## src/rtl/gyrator_synth_inductor_mc.sv

```systemverilog
// gyrator_synth_inductor_mc: multi-channel discrete-time synthetic inductor.
// Each accepted sample v on channel c updates i[c] += (v*k) >>> KSHIFT, clamped to +/-LIMIT.
// Two-stage pipeline: stage 1 registers the product, stage 2 does the accumulator
// read-modify-write and registers the result.
// Optional feature macro: GYR_LEAK_EN (adds acc >>> LEAK_SHIFT leak term, lossy inductor).
// Ports:
//   clk, rst_n          clock, async active-low reset
//   clr                 sync clear of accumulators and in-flight data
//   in_valid/in_ready   input handshake; in_ch, in_v, k_coef sampled on transfer
//   out_valid/out_ready output handshake; out_ch, out_i (acc[AW-1:AW-DW]), out_sat
module gyrator_synth_inductor_mc #(
  parameter int unsigned   CHANNELS   = 4,
  parameter int unsigned   CW         = 2,
  parameter int unsigned   DW         = 16,
  parameter int unsigned   KW         = 8,
  parameter int unsigned   KSHIFT     = 4,
  parameter int unsigned   AW         = 24,
  parameter logic [AW-1:0] LIMIT      = {1'b0, {(AW-1){1'b1}}},
  parameter int unsigned   LEAK_SHIFT = 6
) (
  input  logic                 clk,
  input  logic                 rst_n,
  input  logic                 clr,
  input  logic                 in_valid,
  output logic                 in_ready,
  input  logic [CW-1:0]        in_ch,
  input  logic signed [DW-1:0] in_v,
  input  logic [KW-1:0]        k_coef,
  output logic                 out_valid,
  input  logic                 out_ready,
  output logic [CW-1:0]        out_ch,
  output logic signed [DW-1:0] out_i,
  output logic                 out_sat
);

  localparam int unsigned PW = DW + KW;  // product width
  localparam int unsigned SW = AW + 1;   // sum width, one guard bit

  localparam logic signed [SW-1:0] LimPos = {1'b0, LIMIT};
  localparam logic signed [SW-1:0] LimNeg = -LimPos;

  // Stage 1 registers
  logic                 s1_valid_q;
  logic [CW-1:0]        s1_ch_q;
  logic signed [PW-1:0] s1_p_q;

  // Stage 2 / output registers
  logic                 out_valid_q;
  logic [CW-1:0]        out_ch_q;
  logic signed [DW-1:0] out_i_q;
  logic                 out_sat_q;

  logic signed [AW-1:0] acc_q [CHANNELS];

  logic                 advance;
  logic                 in_xfer;
  logic                 in_ch_ok;
  logic signed [PW:0]   prod_full;
  logic                 s2_we;
  logic signed [AW-1:0] acc_cur;
  logic signed [SW-1:0] acc_ext;
  logic signed [SW-1:0] scaled;
  logic signed [SW-1:0] sum;
  logic                 sat_hi;
  logic                 sat_lo;
  logic signed [AW-1:0] acc_new;

  // The whole pipeline freezes only when a result is waiting on downstream.
  assign advance  = !(out_valid_q && !out_ready);
  assign in_ready = advance && !clr;
  assign in_xfer  = in_valid && in_ready;
  // Out-of-range channels are accepted but never enter stage 1 as valid.
  assign in_ch_ok = (32'(in_ch) < CHANNELS);

  // Zero-extend k so the multiply stays signed; the result fits in PW bits.
  assign prod_full = in_v * $signed({1'b0, k_coef});

  always_ff @(posedge clk or negedge rst_n) begin
    if (!rst_n) begin
      s1_valid_q <= 1'b0;
      s1_ch_q    <= '0;
      s1_p_q     <= '0;
    end else if (clr) begin
      s1_valid_q <= 1'b0;
    end else if (advance) begin
      s1_valid_q <= in_xfer && in_ch_ok;
      if (in_xfer) begin
        s1_ch_q <= in_ch;
        s1_p_q  <= prod_full[PW-1:0];
      end
    end
  end

  always_comb begin
    acc_cur = acc_q[s1_ch_q];
    acc_ext = {acc_cur[AW-1], acc_cur};
    // Arithmetic shift by bit selection, then sign-extend to SW bits.
    scaled  = {{(SW-PW+KSHIFT){s1_p_q[PW-1]}}, s1_p_q[PW-1:KSHIFT]};
`ifdef GYR_LEAK_EN
    sum = acc_ext - {{(LEAK_SHIFT+1){acc_cur[AW-1]}}, acc_cur[AW-1:LEAK_SHIFT]} + scaled;
`else
    sum = acc_ext + scaled;
`endif
    sat_hi = (sum > LimPos);
    sat_lo = (sum < LimNeg);
    if (sat_hi) begin
      acc_new = LimPos[AW-1:0];
    end else if (sat_lo) begin
      acc_new = LimNeg[AW-1:0];
    end else begin
      acc_new = sum[AW-1:0];
    end
  end

  assign s2_we = advance && s1_valid_q && !clr;

  always_ff @(posedge clk or negedge rst_n) begin
    if (!rst_n) begin
      for (int c = 0; c < int'(CHANNELS); c++) acc_q[c] <= '0;
    end else if (clr) begin
      for (int c = 0; c < int'(CHANNELS); c++) acc_q[c] <= '0;
    end else if (s2_we) begin
      acc_q[s1_ch_q] <= acc_new;
    end
  end

  always_ff @(posedge clk or negedge rst_n) begin
    if (!rst_n) begin
      out_valid_q <= 1'b0;
      out_ch_q    <= '0;
      out_i_q     <= '0;
      out_sat_q   <= 1'b0;
    end else if (clr) begin
      out_valid_q <= 1'b0;
      out_ch_q    <= '0;
      out_i_q     <= '0;
      out_sat_q   <= 1'b0;
    end else if (advance) begin
      out_valid_q <= s1_valid_q;
      if (s1_valid_q) begin
        out_ch_q  <= s1_ch_q;
        out_i_q   <= acc_new[AW-1:AW-DW];
        out_sat_q <= sat_hi || sat_lo;
      end
    end
  end

  assign out_valid = out_valid_q;
  assign out_ch    = out_ch_q;
  assign out_i     = out_i_q;
  assign out_sat   = out_sat_q;

endmodule

```

## config.mk

```make
export PLATFORM = sky130hd
export DESIGN_NAME = gyrator_synth_inductor_mc
export DESIGN_NICKNAME = d
export VERILOG_FILES = /design/src/rtl/gyrator_synth_inductor_mc.sv
export SDC_FILE = /design/constraint.sdc
export NUM_CORES = 1
export LEC_CHECK = 0
export ABC_AREA = 1
export CAP_MARGIN = 20
export CORE_MARGIN = 2
export CORE_UTILIZATION = 55
export CTS_CLUSTER_DIAMETER = 120
export DETAILED_ROUTE_END_ITERATION = 8
export DONT_BUFFER_PORTS = 1
export PLACE_DENSITY = 0.69
export SLEW_MARGIN = 40
export SYNTH_ARGS = -nofsm -noshare
export SYNTH_HDL_FRONTEND = slang
export SYNTH_SLANG_ARGS = --single-unit
```

## constraint.sdc

```tcl
create_clock -name clk -period 10.9 [get_ports clk]
set_input_delay 1.635 -clock clk [delete_from_list [all_inputs] [get_ports clk]]
set_output_delay 1.635 -clock clk [all_outputs]
set_load 0.02 [all_outputs]
```

After elaboration in Yosys (flattened, before gate mapping). Index checks and enable logic that the tools add are counted.

Register bits after elaboration: 143. Input bits: 31. Output and inout bits: 21.

Add/sub/neg operators: 1. Multipliers: 1. Order comparisons: 4. Eq/ne operators: 1. Multiplexer cells: 23. Bitwise logic cells: 3. Reductions and logical operators: 14.

Operators by type and width (count): two-way mux 96 bit (2); two-way mux 24 bit (5); bitwise mux 96 bit (1); binary-select mux 24 bit (select 2 bit) (1); demux 24 bit (select 2 bit) (1); two-way mux 16 bit (3); adder 24 x 20 -> 25 bit (1); greater-than comparator 25 x 24 -> 1 bit (second input constant) (1); < comparator 25 x 24 -> 1 bit (second input constant) (1); multiplier 16 x 9 -> 24 bit (1); two-way mux 1 bit (7); logical AND 1 bit (6); two-way mux 2 bit (3); nonzero test 2 bit (2); greater-or-equal comparator 3 bit (second input constant) (1); logical NOT 1 bit (3); < comparator 3 x 1 -> 1 bit (second input constant) (1); inverter 2 -> 3 bit (1); AND reduction 3 bit (1); inequality test 2 bit (second input constant) (1); inverter 1 bit (2); AND reduction 2 bit (1); logical OR 1 bit (1).

Logic depth before layout (Yosys ltp). Gate-level depths: netlist (run 1).

Depth in word-level cells: 11. Mapped depth: 28. Gate-level depth less buffers: 27.

Least setup slack after synthesis (run 1). No wires, ideal clock.

Kind: input port to flip-flop. Start: input k_coef[4]. End: register s1_p_q[22]. Library setup time: 0.118 ns. Arrival time: 5.869 ns. Path slack: 4.913 ns. Cell stages on the path: 18. Buffers on the path: 2. Path through: clkbuf_1 clkbuf_1 nand2_1 inv_1 fa_1 fa_1 inv_1 fa_1 inv_1 fa_1 ha_1 inv_1 nor4_1 or3b_2 nand3_1 nand2_1 nand3_1 nand2_1.

Longest elaborated chain between the ends: 1.

RTL lines: start, declared (RTL line 28) `input logic [KW-1:0] k_coef,`; multiplier 16 x 9 -> 24 bit (RTL line 76) `assign prod_full = in_v * $signed({1'b0, k_coef});`; end signal, assigned (RTL line 89) `s1_p_q <= prod_full[PW-1:0];`; end, declared (RTL line 45) `logic signed [PW-1:0] s1_p_q;`.

Every way passes these cells. A chain may end at the register's enable or synchronous reset.

Final worst setup path (run 1).
Start: register s1_ch_q[1]. End: register acc_q[40] (netlist bit).

Longest elaborated chain between the ends: 11. Elaborated cells between the ends (all ways): 17. Classes of those cells: 1 x add/sub; 4 x order compare; 10 x mux; 1 x bitwise; 1 x reduce/logical.

RTL lines: start, declared (RTL line 44) `logic [CW-1:0] s1_ch_q;`; start signal, assigned (RTL line 88) `s1_ch_q <= in_ch;`; inverter 2 -> 3 bit (not written as such) (*) (RTL line 95, 123); binary-select mux 24 bit (select 2 bit) (RTL line 95) `acc_cur = acc_q[s1_ch_q];`; two-way mux 24 bit (not written as such) (2 in series) (RTL line 95); adder 24 x 20 -> 25 bit (RTL line 102) `sum = acc_ext + scaled;`; < comparator 25 x 24 -> 1 bit (RTL line 105) `sat_lo = (sum < LimNeg);`; two-way mux 24 bit (RTL line 108) `end else if (sat_lo) begin`; two-way mux 24 bit (RTL line 106) `if (sat_hi) begin`; bitwise mux 96 bit (*) (RTL line 123) `acc_q[s1_ch_q] <= acc_new;`; two-way mux 96 bit (*) (RTL line 122) `end else if (s2_we) begin`; two-way mux 96 bit (*) (RTL line 120) `end else if (clr) begin`; end signal, assigned by index (RTL line 123); end, declared (RTL line 53) `logic signed [AW-1:0] acc_q [CHANNELS];`.

Every way passes the cells marked *; elsewhere a longest branch is shown, timed or not. The select of a mux whose other input is x is not followed.

==> results.cfg, run 1 <==
[run_status]
outcome = finished clean

[clock_tree]
cts_made_buffers = 17
post-cts-setup-buffers = 0
cts-htree-levels = 4
cts_resized = 0
cts_sinks = 139
cts_tree = done
path_clk_slew_ns = 0.07
clockBufferDepth = 2
ctsHoldBuffers = 0
clock_latency_ns = 0.43
root_buffer = clkbuf_16

[setup_path]
rr_worst_depth = 23
arrival_ns = 5.75
rr_endpoint = acc_q[40]
start_kind = register
r2r_slack_ns = 5.43
cp_max_fo = 23
crit_path_end_kind = register
r2r_start = s1_ch_q[1]
crit_type = register to register
required_ns = 11.18

[synth]
synth_ff_type = dfrtp_1
ys_warn_count = 0
syn_area_mm2 = 0.0126
synthCells = 1716
synth.distinct_cells = 46
synth_fp_nets = 1916
ys_ff_latch = 139
yosysSeqAreaShare_pct = 27.7
synth.avg_cell_area_um2 = 7.32
synth-async-reset-ratio_pct = 100
synth_edf_count = 0

[routing]
via_count = 10391
antenna_left = 0
post_drt_via_cell_ratio = 5.26
drt-initial-drc-count = 658
drc = 0
drtPass1Iterations = 5
wl_per_cell_um = 15.4
wl_um = 30500

[job]
cap_violations = 0

[power_and_ir_drop]
powerDensity_mw_per_mm2 = 218
p_total_mw = 2.91
leakagePower_nw = 7.66
vdd_drop_max_mv = 0.124

[grt]
track_usage_pct = 27.0
grt_max_degree = 140
grt_overflow_total = 0
antenna_found_initial = 1
grt_pass1_vias = 10487
grt_pass1_wl_um = 51700

[cells_and_area]
final_common_cell = nand2_1
drive_gt1_share_pct = 5.09
mostFrequentLayoutCells = nand2_1 (577), inv_1 (361), dfrtp_1 (139), fa_1 (101), nand3_1 (78)
final_nets = 1877
fill_cells = 2102
final_core_util_pct = 59.2
syn2layout_area_growth_pct = 5.95

[timing]
clock.fmax_mhz = 183
tns_ns = 0
relSlewSlack_pct = 43.5
worst_slew_pin_slew_ns = 0.846
timing.final.ws_setup_ns = 5.43
clock_skew_ns = 0.0103
hold_viol = 0
finalCritPeriodShare_pct = 50.2
rsz0062_at_grt = no
drv_slew = 0
finalWorstPathRequiredPeriod_ns = 5.47
finalSetupViolCount = 0
hold_ws_ns = 0.484

[floorplan]
start_util_pct = 55.9
coreArea_mm2 = 0.0225
fp.dieW_um = 155
ios = 52
die_height_um = 155
dieArea_mm2 = 0.0241
placement_rows = 55

[worst_hold_path]
hold_path_class = register to register
worstHoldPathCells = 2
hold_start = acc_q[44]
hold_end = acc_q[44]

[placement]
hpwl_um = 23500
place.gp.congestion = 0.957
pre_cts_ws_ns = 4.98
port_buffers = 0
cells in the mapped netlist (3+ instances only):
library cell,number,area (um^2)
nand2_1,577,2170
inv_1,364,1370
dfrtp_1,139,3480
fa_1,101,2020
nand3_1,78,390
ha_1,68,851
o21ai_0,55,275
nor2_1,52,195
clkbuf_1,50,188
a21oi_1,38,190
a22oi_1,28,210
nand2_2,25,156
o221ai_1,16,140
xnor2_1,15,131
o21ai_1,14,70.1
xor2_1,12,105
nand4_1,10,62.6
buf_1,7,26.3
nand3b_1,6,45.0
nor3_1,6,30.0
o22ai_1,5,31.3
a22o_1,4,35.0
buf_6,4,45.0
o21ai_2,4,35.0
o21bai_1,4,30.0
a21oi_4,3,48.8
clkinv_1,3,11.3
nor2_2,3,18.8
nor4_1,3,18.8
o211ai_1,3,22.5
worst max-delay path by stage:
stage | startpoint | endpoint | slack, ns | depth (start not counted)
final | s1_ch_q[1] | acc_q[40] | 5.43 | 23
after global routing | s1_ch_q[1] | acc_q[27] | 5.03 | 23
after CTS | in_v[15] | s1_p_q[22] | 5.44 | 16
after detailed placement | in_v[15] | s1_p_q[22] | 4.98 | 16
after global placement | in_v[15] | s1_p_q[22] | 5.03 | 16
after floorplan | k_coef[4] | s1_p_q[22] | 4.91 | 18
cells by family (layout without fill, tap and decap cells):
group / after synthesis / count (layout) / synth area share (%)
and+or+nand+nor: 766 / 766 / 25.0
DFF: 139 / 139 / 27.7
xor gates and xnor gates: 27 / 27 / 1.88
other: 0 / 1 / 0
AOI/OAI and AO/OA: 183 / 183 / 9.28
buffers and inverters: 432 / 406 / 13.3
adders and majority gates: 169 / 169 / 22.9
state kept, by name, indices dropped and copies added, names as in the netlist:
name	flops
s1_p_q	20
out_sat	1
s1_ch_q	2
s1_valid_q	1
out_i	16
out_ch	2
out_valid	1
acc_q	96
layout make-up:
cell class / count / area [um^2] / area share [%]
well taps: 285 / 357 / 2.68
inverters: 367 / 1380 / 10.4
clock inverters: 14 / 185 / 1.39
diodes: 1 / 2.50 / 0.0188
multi-input cells: 1145 / 7430 / 55.8
flip-flops and latches: 139 / 3480 / 26.1
clock buffers: 18 / 429 / 3.22
repair buffers: 7 / 52.6 / 0.395
report_power, final:
part / total, mW / switching [mW] / internal (mW) / leakage [nW]
Sequential: 0.672 / 0.0747 / 0.597 / 1.89
Combinational: 1.63 / 1.05 / 0.576 / 5.48
Clock: 0.605 / 0.240 / 0.365 / 0.290
stage by stage:
stage | cells | instance area, um^2
2_1_floorplan | 1716 | 12600
3_3_place_gp | 1943 | 12700
3_5_place_dp | 1943 | 12700
4_1_cts | 1975 | 13300
5_1_grt | 1975 | 13300
6_report | 1976 | 13300
critical path: stages, from the launching register on:
cell and delay [ns]:
dfrtp_1 0.41, inv_1 0.08, nor2_1 0.09, buf_4 0.27, clkinv_1 0.64, o221ai_1 0.45, ha_1 0.26, inv_1 0.07
fa_1 0.41, inv_1 0.09, nand3_1 0.10, nand2_2 0.14, nand2_2 0.06, nand2_1 0.09, nand2_1 0.08, nand2_1 0.08
nand2_1 0.07, nand3_2 0.06, xor2_1 0.31, inv_1 0.24, nand2_2 0.66, a21oi_1 0.37, nand3_1 0.16, o21ai_0 0.09
per-layer routing:
layer	vias to the layer above	share of wire, %	GRT usage (%)
met5	-	0	0
met4	0	2.4	8.60
met3	43	5.4	4.51
met2	276	47	45.5
met1	4929	45	35.8
li1	5143	-	-
Power figures use the tool's default switching activity.
==> run 2: changes to the inputs <==
==> constraint.sdc (replaced) <==
create_clock -name clk -period 5.1 [get_ports clk]
set_input_delay 0.765 -clock clk [delete_from_list [all_inputs] [get_ports clk]]
set_output_delay 0.765 -clock clk [all_outputs]
set_load 0.02 [all_outputs]
==> results.cfg, run 2 (synthesis gave the netlist of run 1 again) <==
[timing]
relSlewSlack_pct = 43.5
finalCritPeriodShare_pct = 89.4
finalSetupViolCount = 0
hold_viol = 0
rsz0062_at_grt = no
clock_skew_ns = 0.0142
clock.fmax_mhz = 219
drv_slew = 0
worst_slew_pin_slew_ns = 0.846
tns_ns = 0
hold_ws_ns = 0.0279
finalWorstPathRequiredPeriod_ns = 4.56
timing.final.ws_setup_ns = 0.541

[cells_and_area]
syn2layout_area_growth_pct = 6.84
regMostFlops = acc_q
drive_gt1_share_pct = 5.87
final_nets = 1891
largest_reg_flops = 96
final_common_cell = nand2_1
n_antenna_cell = 0
fill_cells = 2113
mostFrequentLayoutCells = nand2_1 (577), inv_1 (362), dfrtp_1 (139), fa_1 (101), nand3_1 (78)
final_core_util_pct = 59.7

[setup_path]
cp_max_fo = 15
crit_start = s1_ch_q[1]
crit_chain = inv_1 -> nor2_1 -> clkinv_1 -> o221ai_1 -> ha_1 -> inv_1 -> fa_1 -> inv_1 -> nand3_1 -> nand2_2 -> nand2_2 -> nand2_1 -> nand2_1 -> nand2_1 -> nand2_1 -> nand3_2 -> xor2_1 -> inv_1 -> nand2_2 -> buf_4 -> nand2_2 -> nand2_1 -> o21ai_0
crit_slowest_cell = nand2_2
worst-path-buf-inv = 6
rr_worst_depth = 23
rr_endpoint = acc_q[29]
start_kind = register
required_ns = 5.36
arrival_ns = 4.82
crit_family = simple AND/OR/NAND/NOR gates
crit_end = acc_q[29]
crit_type = register to register
crit_path_max_incr_delay_ns = 0.42
crit_cells = 23
r2r_start = s1_ch_q[1]
r2r_slack_ns = 0.54
crit_path_end_kind = register
path_common_cell = nand2_1

[routing]
drc = 0
antenna_left = 0
via_count = 10409
drtPass1Iterations = 6
wl_per_cell_um = 15.7
post_drt_via_cell_ratio = 5.24
drt-initial-drc-count = 668
wl_um = 31300

[floorplan]
ios = 52
fp.dieW_um = 155
start_util_pct = 55.9
dieArea_mm2 = 0.0241
die_height_um = 155
coreArea_mm2 = 0.0225
placement_rows = 55

[grt]
grt_overflow_total = 0
grt_pass1_wl_um = 52400
antenna_found_initial = 0
grt_max_degree = 140
track_usage_pct = 27.5
grt_pass1_vias = 10507

[clock_tree]
clockBufferDepth = 2
cts_tree = done
cts_made_buffers = 17
cts-htree-levels = 4
root_buffer = clkbuf_16
path_clk_slew_ns = 0.06
clock_latency_ns = 0.43
cts_sinks = 139
ctsHoldBuffers = 0
cts_resized = 0
post-cts-setup-buffers = 0

[placement]
place.gp.congestion = 0.953
hpwl_um = 24600
pre_cts_ws_ns = 0.150
port_buffers = 0

[power_and_ir_drop]
powerDensity_mw_per_mm2 = 470
leakagePower_nw = 7.74
vdd_drop_max_mv = 0.274

[job]
cap_violations = 0

[run_status]
outcome = finished clean

[worst_hold_path]
hold_path_class = primary input to asynchronous set/reset pin
==> run 2: routing by layer <==
metal	GRT usage, %	part of all wire, %
met3	3.59	4.9
met1	37.0	45
met2	46.7	48
met4	8.38	2.3
met5	0	0
==> run 2: final cells by class <==
type / instances / area [um^2] / area share, %
repair buffers: 21 / 158 / 1.17
clock buffers: 17 / 425 / 3.17
inverters: 367 / 1380 / 10.3
well taps: 285 / 357 / 2.66
multi-input cells: 1145 / 7420 / 55.3
flip-flops and latches: 139 / 3480 / 25.9
clock inverters: 14 / 208 / 1.55
==> run 2: how the worst min path moves through the flow <==
stage	to	start
floorplan	acc_q[25]	acc_q[25]
global placement	acc_q[72]	acc_q[72]
detailed placement	acc_q[2]	rst_n
CTS	acc_q[2]	rst_n
global route	acc_q[2]	rst_n
finish	acc_q[2]	rst_n
==> run 2: metrics by stage <==
stage / cell area (um^2) / total power, mW / instances
finish: 13400 / 6.32 / 1988
global route: 13400 / 6.87 / 1988
CTS: 13400 / 6.34 / 1988
detailed placement: 12800 / 4.98 / 1957
global placement: 12800 / 4.93 / 1957
floorplan: 12600 / 4.20 / 1716
==> run 2: worst register-to-register path: stages (launching register included) <==
cell and delay [ns]:
dfrtp_1 0.41, inv_1 0.10, nor2_1 0.14, clkinv_1 0.39
o221ai_1 0.40, ha_1 0.28, inv_1 0.08, fa_1 0.40
inv_1 0.09, nand3_1 0.10, nand2_2 0.13, nand2_2 0.06
nand2_1 0.08, nand2_1 0.09, nand2_1 0.11, nand2_1 0.08
nand3_2 0.07, xor2_1 0.25, inv_1 0.20, nand2_2 0.43
buf_4 0.28, nand2_2 0.09, nand2_1 0.06, o21ai_0 0.09
==> run 2: where the power goes <==
part / switching (mW) / internal, mW
Combinational: 2.27 / 1.26
Clock: 0.523 / 0.828
Sequential: 0.157 / 1.28
